<file path="config.mk">
export PLATFORM = sky130hd
export DESIGN_NAME = hazard_scoreboard_flat
export DESIGN_NICKNAME = d
export VERILOG_FILES = /design/src/rtl/hz_pkg.sv /design/src/rtl/hazard_scoreboard_if.sv /design/src/rtl/hz_src_check.sv /design/src/rtl/hazard_scoreboard.sv /design/src/flat_wrapper.sv
export SDC_FILE = /design/constraint.sdc
export NUM_CORES = 1
export LEC_CHECK = 0
export BUFFER_PORTS_ARGS = -buffer_cell sky130_fd_sc_hd__buf_4
export CAP_MARGIN = 5
export CELL_PAD_IN_SITES_DETAIL_PLACEMENT = 0
export CELL_PAD_IN_SITES_GLOBAL_PLACEMENT = 2
export CORE_UTILIZATION = 30
export CTS_CLUSTER_DIAMETER = 100
export DETAILED_ROUTE_END_ITERATION = 6
export PLACE_DENSITY_LB_ADDON = 0.2
export SYNTH_ARGS = -nofsm -noshare
export SYNTH_HDL_FRONTEND = slang
export SYNTH_SLANG_ARGS = --single-unit
</file>
<file path="constraint.sdc">
create_clock -name clk -period 7.7 [get_ports clk]
set_input_delay 2.31 -clock clk [delete_from_list [all_inputs] [get_ports clk]]
set_output_delay 2.31 -clock clk [all_outputs]
set_load 0.005 [all_outputs]
</file>
<file path="src/rtl/hz_pkg.sv">
// Shared types and constants for the hazard scoreboard.
// hz_entry_t describes one in-flight producer; its avail field is sized for
// pipelines of up to 15 tracked stages (select width up to 4 bits).
package hz_pkg;

    localparam int unsigned HZ_AVAIL_W = 4;

    localparam int unsigned HZ_SEL_RF     = 0;
    localparam int unsigned HZ_AVAIL_ALU  = 0;
    localparam int unsigned HZ_AVAIL_LOAD = 1;

    typedef struct packed {
        logic                  valid;
        logic [4:0]            rd;
        logic [HZ_AVAIL_W-1:0] avail;
    } hz_entry_t;

endpackage

</file>
<file path="src/rtl/hazard_scoreboard_if.sv">
// Handshake bundle between the ID/EX pipeline control and the hazard scoreboard.
// master: pipeline side (drives ID operand info, flush, external stall).
// slave : scoreboard side (drives stall_id, fwd_sel, fwd_sel_ex).
// Optional HAZARD_STATS_EN adds stat_stall_cnt / stat_fwd_cnt.
interface hazard_scoreboard_if #(
    parameter int unsigned NSRC = 2,
    parameter int unsigned SELW = 2
);
    logic                 id_valid;
    logic [NSRC*5-1:0]    id_rs;
    logic [NSRC-1:0]      id_rs_used;
    logic [4:0]           id_rd;
    logic                 id_rd_wen;
    logic [SELW-1:0]      id_avail;
    logic                 flush_ex;
    logic                 stall_ext;
    logic                 stall_id;
    logic [NSRC*SELW-1:0] fwd_sel;
    logic [NSRC*SELW-1:0] fwd_sel_ex;
`ifdef HAZARD_STATS_EN
    logic [31:0]          stat_stall_cnt;
    logic [31:0]          stat_fwd_cnt;
`endif

    modport master (
        output id_valid, id_rs, id_rs_used, id_rd, id_rd_wen, id_avail,
        output flush_ex, stall_ext,
`ifdef HAZARD_STATS_EN
        input  stat_stall_cnt, stat_fwd_cnt,
`endif
        input  stall_id, fwd_sel, fwd_sel_ex
    );

    modport slave (
        input  id_valid, id_rs, id_rs_used, id_rd, id_rd_wen, id_avail,
        input  flush_ex, stall_ext,
`ifdef HAZARD_STATS_EN
        output stat_stall_cnt, stat_fwd_cnt,
`endif
        output stall_id, fwd_sel, fwd_sel_ex
    );
endinterface

</file>
<file path="src/rtl/hz_src_check.sv">
// Single-operand hazard check against the in-flight entry array.
// Ports: active_i (operand really read, rs != x0), rs_i (source register),
//        entries_i (entry array, index 0 = EX), sel_o (forward select),
//        hazard_o (result not yet available -> stall).
module hz_src_check
    import hz_pkg::*;
#(
    parameter int unsigned DEPTH = 3,
    parameter int unsigned SELW  = 2
) (
    input  logic            active_i,
    input  logic [4:0]      rs_i,
    input  hz_entry_t       entries_i [DEPTH],
    output logic [SELW-1:0] sel_o,
    output logic            hazard_o
);

    logic found;

    // Lowest matching index is the youngest producer and wins.
    always_comb begin
        sel_o    = SELW'(HZ_SEL_RF);
        hazard_o = 1'b0;
        found    = 1'b0;
        for (int unsigned i = 0; i < DEPTH; i++) begin
            if (!found && active_i && entries_i[i].valid && entries_i[i].rd == rs_i) begin
                found = 1'b1;
                if (entries_i[i].avail <= HZ_AVAIL_W'(i)) begin
                    sel_o = SELW'(i + 1);
                end else begin
                    hazard_o = 1'b1;
                end
            end
        end
    end

endmodule

</file>
<file path="src/rtl/hazard_scoreboard.sv">
// Stall/forward controller for the in-order integer pipeline.
// Tracks destination registers of instructions in the DEPTH stages after ID,
// each tagged with the stage at whose end its result exists.
// Ports: clk, rst (async, active-high), bus (hazard_scoreboard_if.slave):
//   in : id_valid, id_rs, id_rs_used, id_rd, id_rd_wen, id_avail, flush_ex, stall_ext
//   out: stall_id, fwd_sel (combinational), fwd_sel_ex (registered)
// Optional macro HAZARD_STATS_EN adds saturating stat_stall_cnt / stat_fwd_cnt.
module hazard_scoreboard
    import hz_pkg::*;
#(
    parameter int unsigned DEPTH = 3,
    parameter int unsigned NSRC  = 2,
    parameter int unsigned SELW  = $clog2(DEPTH + 1)
) (
    input  logic clk,
    input  logic rst,
    hazard_scoreboard_if.slave bus
);

    if (DEPTH < 2) begin : g_depth_chk
        $error("hazard_scoreboard: DEPTH must be >= 2");
    end
    if (SELW > HZ_AVAIL_W) begin : g_selw_chk
        $error("hazard_scoreboard: SELW exceeds hz_entry_t avail width");
    end

    hz_entry_t            entries_q [DEPTH];
    hz_entry_t            entries_d [DEPTH];
    logic [NSRC*SELW-1:0] fwd_sel_c;
    logic [NSRC*SELW-1:0] fwd_sel_ex_q;
    logic [NSRC*SELW-1:0] fwd_sel_ex_d;
    logic [NSRC-1:0]      active;
    logic [NSRC-1:0]      hazard;
    logic                 stall_id_c;
    logic                 enter_ex;
    logic                 advance;

    // One checker per source operand.
    for (genvar s = 0; s < NSRC; s++) begin : g_src
        assign active[s] = bus.id_valid && bus.id_rs_used[s] && (bus.id_rs[5*s +: 5] != 5'd0);

        hz_src_check #(
            .DEPTH (DEPTH),
            .SELW  (SELW)
        ) u_chk (
            .active_i  (active[s]),
            .rs_i      (bus.id_rs[5*s +: 5]),
            .entries_i (entries_q),
            .sel_o     (fwd_sel_c[s*SELW +: SELW]),
            .hazard_o  (hazard[s])
        );
    end

    // Stall/enter decision and next-state of the entry shift register.
    always_comb begin
        advance      = !bus.stall_ext;
        stall_id_c   = (|hazard) && !bus.flush_ex;
        enter_ex     = bus.id_valid && !stall_id_c && !bus.flush_ex;
        entries_d    = entries_q;
        fwd_sel_ex_d = fwd_sel_ex_q;
        if (advance) begin
            for (int unsigned i = 1; i < DEPTH; i++) begin
                entries_d[i] = entries_q[i-1];
            end
            entries_d[0] = '0;
            // x0 is never tracked, so it can never be forwarded or stall.
            if (enter_ex && bus.id_rd_wen && bus.id_rd != 5'd0) begin
                entries_d[0].valid = 1'b1;
                entries_d[0].rd    = bus.id_rd;
                entries_d[0].avail = HZ_AVAIL_W'(bus.id_avail);
            end
            fwd_sel_ex_d = enter_ex ? fwd_sel_c : '0;
        end
    end

    always_ff @(posedge clk or posedge rst) begin
        if (rst) begin
            for (int unsigned i = 0; i < DEPTH; i++) begin
                entries_q[i] <= '0;
            end
            fwd_sel_ex_q <= '0;
        end else begin
            for (int unsigned i = 0; i < DEPTH; i++) begin
                entries_q[i] <= entries_d[i];
            end
            fwd_sel_ex_q <= fwd_sel_ex_d;
        end
    end

    assign bus.stall_id   = stall_id_c;
    assign bus.fwd_sel    = fwd_sel_c;
    assign bus.fwd_sel_ex = fwd_sel_ex_q;

`ifdef HAZARD_STATS_EN
    logic [31:0] stat_stall_cnt_q;
    logic [31:0] stat_stall_cnt_d;
    logic [31:0] stat_fwd_cnt_q;
    logic [31:0] stat_fwd_cnt_d;
    logic [31:0] nz_cnt;
    logic [32:0] fwd_sum;

    // Saturating event counters.
    always_comb begin
        nz_cnt = 32'd0;
        for (int unsigned s = 0; s < NSRC; s++) begin
            if (fwd_sel_c[s*SELW +: SELW] != '0) begin
                nz_cnt = nz_cnt + 32'd1;
            end
        end
        stat_stall_cnt_d = stat_stall_cnt_q;
        if (stall_id_c && advance && stat_stall_cnt_q != 32'hFFFF_FFFF) begin
            stat_stall_cnt_d = stat_stall_cnt_q + 32'd1;
        end
        fwd_sum        = 33'(stat_fwd_cnt_q) + 33'(nz_cnt);
        stat_fwd_cnt_d = stat_fwd_cnt_q;
        if (advance && enter_ex) begin
            stat_fwd_cnt_d = fwd_sum[32] ? 32'hFFFF_FFFF : fwd_sum[31:0];
        end
    end

    always_ff @(posedge clk or posedge rst) begin
        if (rst) begin
            stat_stall_cnt_q <= '0;
            stat_fwd_cnt_q   <= '0;
        end else begin
            stat_stall_cnt_q <= stat_stall_cnt_d;
            stat_fwd_cnt_q   <= stat_fwd_cnt_d;
        end
    end

    assign bus.stat_stall_cnt = stat_stall_cnt_q;
    assign bus.stat_fwd_cnt   = stat_fwd_cnt_q;
`endif

endmodule

</file>
<file path="src/flat_wrapper.sv">
// flat-port wrapper written by rule: the top's interface ports become plain ports
module hazard_scoreboard_flat import hz_pkg::*;
#(
    parameter int unsigned DEPTH = 3,
    parameter int unsigned NSRC  = 2,
    parameter int unsigned SELW  = $clog2(DEPTH + 1)
)
  (clk, rst, bus_id_valid, bus_id_rs, bus_id_rs_used, bus_id_rd, bus_id_rd_wen, bus_id_avail, bus_flush_ex, bus_stall_ext, bus_stall_id, bus_fwd_sel, bus_fwd_sel_ex);
  hazard_scoreboard_if #(.NSRC(NSRC), .SELW(SELW)) bus_i ();
  input  logic clk;
  input  logic rst;
  input wire logic [$bits(bus_i.id_valid)-1:0] bus_id_valid;
  input wire logic [$bits(bus_i.id_rs)-1:0] bus_id_rs;
  input wire logic [$bits(bus_i.id_rs_used)-1:0] bus_id_rs_used;
  input wire logic [$bits(bus_i.id_rd)-1:0] bus_id_rd;
  input wire logic [$bits(bus_i.id_rd_wen)-1:0] bus_id_rd_wen;
  input wire logic [$bits(bus_i.id_avail)-1:0] bus_id_avail;
  input wire logic [$bits(bus_i.flush_ex)-1:0] bus_flush_ex;
  input wire logic [$bits(bus_i.stall_ext)-1:0] bus_stall_ext;
  output wire logic [$bits(bus_i.stall_id)-1:0] bus_stall_id;
  output wire logic [$bits(bus_i.fwd_sel)-1:0] bus_fwd_sel;
  output wire logic [$bits(bus_i.fwd_sel_ex)-1:0] bus_fwd_sel_ex;
  assign bus_i.id_valid = bus_id_valid;
  assign bus_i.id_rs = bus_id_rs;
  assign bus_i.id_rs_used = bus_id_rs_used;
  assign bus_i.id_rd = bus_id_rd;
  assign bus_i.id_rd_wen = bus_id_rd_wen;
  assign bus_i.id_avail = bus_id_avail;
  assign bus_i.flush_ex = bus_flush_ex;
  assign bus_i.stall_ext = bus_stall_ext;
  assign bus_stall_id = bus_i.stall_id;
  assign bus_fwd_sel = bus_i.fwd_sel;
  assign bus_fwd_sel_ex = bus_i.fwd_sel_ex;
  hazard_scoreboard #(.DEPTH(DEPTH), .NSRC(NSRC), .SELW(SELW)) u_core (.clk(clk), .rst(rst), .bus(bus_i));
endmodule
</file>
==> results.md <==
- The HPWL after detailed placement is 3.36 mm.
- After clock tree synthesis, the repair step resized 0 gates.
- The number of buffers created by CTS is 3.
- The wire length reported by the detailed router is 4.27 mm.
- The total power per unit cell area is 144 mW/mm².
- In this run the static leakage power is 0.914 nW.
- The startpoint identified for the worst hold timing path is u_core.bus.fwd_sel_ex[2]$_DFFE_PP0N_.
- In the synthesized netlist, the cells that appear most often are dfrtp_1 (28), nand2_1 (26), xnor2_1 (17).
- Traced cell by cell, the critical path runs through buf_4, xor2_1, or4_1, nor3_1, nor3b_1, a21oi_1, nor2_1, buf_4.
- At the worst endpoint, the required time is 5.39 ns.
- The synthesized area is 0.00175 mm².
- From bottom edge to top edge, the die measures 78.3 µm.
- The post-placement cell count is 269.
- The row count is 27.
- Max-cap violations in this run came to 0.
- In this design, the stage delay of the slowest critical-path cell is 0.52 ns.
- The tree is rooted in a clkbuf_8.
- The worst register-to-register path ends at u_core.bus.fwd_sel_ex[2]$_DFFE_PP0N_.
- The count of antenna diodes in the layout is 0.
- At the end of routability-driven placement, the weighted congestion stood at 0.857.
- The worst pin sits at a relative slew slack of 29.2%.
- After detailed routing, the number of vias per cell comes to 4.92.
- Once placement finished, the instance area stood at 0.00205 mm².
- The flow ran to the end, and the final reports show no timing, DRC or antenna violations.
- In this run the worst setup path terminates at bus_fwd_sel[1].
- After global routing, the most crowded layer is met2.
- Of all cell types, the one taking the most synthesized area is dfrtp_1.
- The post-layout instance count excluding filler cells is 273.
- The first global-routing pass estimated 7.06 mm of wire.
- The shortest clock period the worst path allows after layout is 6.37 ns.
- The share of synthesized area in the top cell type comes to 40.1%.
- Of all nets on the critical path, the largest fanout is 4.
- In the synthesized netlist the dominant register cell turns out to be dfrtp_1.
- The sequential area share after synthesis is 40.1%.
- The number of different library cells used by synthesis comes to 41.
- The hold-fix buffer count after cts is 0.
- For this run, asynchronously set or reset flops after synthesis account for 100%.
- The H-tree level count is 1.
- The clock reaches the later pin of the worst-skew pair after 0.27 ns.
- Counting flops with a built-in enable in the synthesized netlist gives 0.
- The worst register-to-register path begins at u_core.entries_q[14]$_DFFE_PP0N_.
- Sorting the synthesized cells by area gives the leading types as dfrtp_1 (40%), mux2_2 (9.0%), xnor2_1 (8.5%), xor2_1 (6.5%), nand2_1 (5.6%).
- In the final routed layout, each cell accounts on average for 15.6 µm.
- The number of setup buffers added after CTS is 0.
- The clock sink total is 28.
- The count of unresolved DRC violations after routing is 0.
- The highest-delay cell along the critical path is or4_1.
- The first element of the critical path is bus_id_rs[0].
- The area growth from synthesis to layout is 20.3%.
- The total congestion overflow after global routing is 0.
- The cell type with the highest occurrence count on the critical path is buf_4.
- Measured in cells, the most critical reg-to-reg path has a length of 6.
- The final cycle utilization of the critical path is 82.8%.
- The category of the worst setup path launch point is a primary input.
- The region available for standard cell placement spans 0.00557 mm².
- The number of global-route vias before repair is 1348.
- Fill cells in the final layout number 579.
- STA classifies the critical path endpoint as an output pin.
- Clock-pin slew was measured on the worst setup and hold paths at 0.09 ns.
- The most frequent cell after synthesis is dfrtp_1.
- The worst-case clock skew is 0.00232 ns.
- The count of state elements after synthesis is 28.
- TritonCTS built the clock tree.
- The overall global routing resource usage is 15.0%.
- Setup repair after global routing left no endpoint under its margin.
- The measured slew at the worst slew-check pin is 1.06 ns.
- For this run, the top clock speed supported by timing is 157 MHz.
- The met3 routing resource usage after global routing is 3.49%.
- The final standard cell area without fillers is 0.00210 mm².
- The minimum setup slack among reg-to-reg paths is 5.41 ns.
- In the global route stage, met2 resource usage came out at 24.6%.
- At the worst endpoint, the arrival time is 4.06 ns.
- The number of hold-slack violations in the final timing report is 0.
- The post-route netlist has 32.3% of its cells at a drive strength greater than 1.
- Input and output buffers added on the ports amount to 33.
- The final-stage net count is 227.
- Entering global routing, the biggest net connects 32 pins.
- Once the floorplan was initialized, standard cells occupied 31.3% of the core.
- A synthesized cell averages 10.3 µm².
- The initial antenna violation count is 0.
- The worst-case IR drop observed on VDD is 0.0742 mV.
- For this run, the detailed router's first-pass iteration total came to 4.
- The worst setup path is of the primary input to output pin kind.
- Global routing consumed, on the met1 layer, 20.2% of the routing resources.
- The number of routed nets with antenna violations is 0.
- The number of vias in the routed layout is 1344.
- The floorplan step defined a die boundary enclosing 0.00613 mm².
- The number of cells produced by synthesis is 170.
- The number of max-slew violations in the final report is 0.
- For this design the top-level I/O count stands at 34.
- The clock tree buffer depth is 2.
- Setup violations remaining at the end of the flow were counted as 0.
- The post-route setup TNS is 0 ns.
- The horizontal die dimension is 78.3 µm.
- The net count after synthesis is 195.
- In this run, the number of DRC markers left after iteration 0 of detailed routing was 60.
- During synthesis, Yosys emitted a total of 0 warnings.
- In this run the worst hold path is classified as flip-flop to flip-flop.
## cells in the final DEF, fill, tap and decap left out, drive strengths merged
cell type,netlist,layout
a21boi,1,1
xnor2,17,17
or4,6,6
and3,1,1
clkbuf,3,4
inv,3,3
o21ai,2,2
a32o,1,1
nor4,1,1
o311a,1,1
or2,1,1
a21bo,1,1
and2,3,3
nand2,27,27
nor2,9,9
nand3,1,1
a21oi,4,4
nand4,3,3
o21a,1,1
o31ai,8,8
o211ai,3,3
o21bai,2,2
mux2i,1,1
nor3,3,3
o32ai,1,1
dfrtp,28,28
mux2,14,14
o41ai,3,3
xor2,13,13
o2111ai,1,1
buf,3,33
nor3b,2,2
or3,2,2
## final cells by class
class | count | area, µm² | share of cell area, %
multi-input cells | 133 | 997 | 47.4
inverters | 3 | 11.3 | 0.536
well taps | 72 | 90.1 | 4.29
repair buffers | 33 | 248 | 11.8
clock buffers | 4 | 55.1 | 2.62
flip-flops and latches | 28 | 701 | 33.3
## layer usage
| layer | share of wire [%] | up-vias |
|---|---|---|
| met5 | 0 | - |
| met2 | 47 | 28 |
| li1 | - | 669 |
| met1 | 48 | 645 |
| met3 | 4.2 | 2 |
| met4 | 0.59 | 0 |
## critical path: cells and delay by family
kind,cells,cell delay (ns)
AND/OR/NAND/NOR,4,1.04
AO/OA/AOI/OAI,1,0.28
buffers and inverters,2,0.27
XOR/XNOR,1,0.15
## flip-flops by register name (all words and copies together), names as in the netlist
signal / cells
u_core.entries_q: 24
u_core.bus.fwd_sel_ex: 4
## how the worst min path moves through the flow
stage / endpoint / cells past startpoint
after floorplan: u_core.entries_q[9]$_DFFE_PP0N_ / 2
after global placement: u_core.bus.fwd_sel_ex[3]$_DFFE_PP0N_ / 2
after detailed placement: u_core.bus.fwd_sel_ex[2]$_DFFE_PP0N_ / 2
after CTS: u_core.bus.fwd_sel_ex[2]$_DFFE_PP0N_ / 2
after global routing: u_core.bus.fwd_sel_ex[2]$_DFFE_PP0N_ / 2
final: u_core.bus.fwd_sel_ex[2]$_DFFE_PP0N_ / 2
## where the power goes
group | internal, mW | switching (mW)
registers | 0.153 | 0.00741
logic | 0.0248 | 0.0260
clock network | 0.0458 | 0.0453
## stage by stage
stage	power (mW)	utilization [%]	worst slack, ns	hold WS (ns)
5_1_grt	0.321	37.7	1.10	0.513
4_1_cts	0.307	37.7	1.33	0.503
2_1_floorplan	0.192	-	1.69	0.460
3_3_place_gp	0.215	36.7	1.34	0.471
6_report	0.302	37.7	1.33	0.494
3_5_place_dp	0.215	36.7	1.33	0.480
## cell families (layout without fill, tap and decap cells)
logic type             count (synthesis)  after routing  share of synthesized area, %
AO/OA/AOI/OAI                         29             29                          15.8
XOR/XNOR                              30             30                          15.0
buffers and inverters                  9             40                          2.79
flip-flops                            28             28                          40.1
multiplexers                          15             15                          9.60
AND/OR/NAND/NOR                       59             59                          16.6
Note: power is estimated with default switching activity, not from simulation.
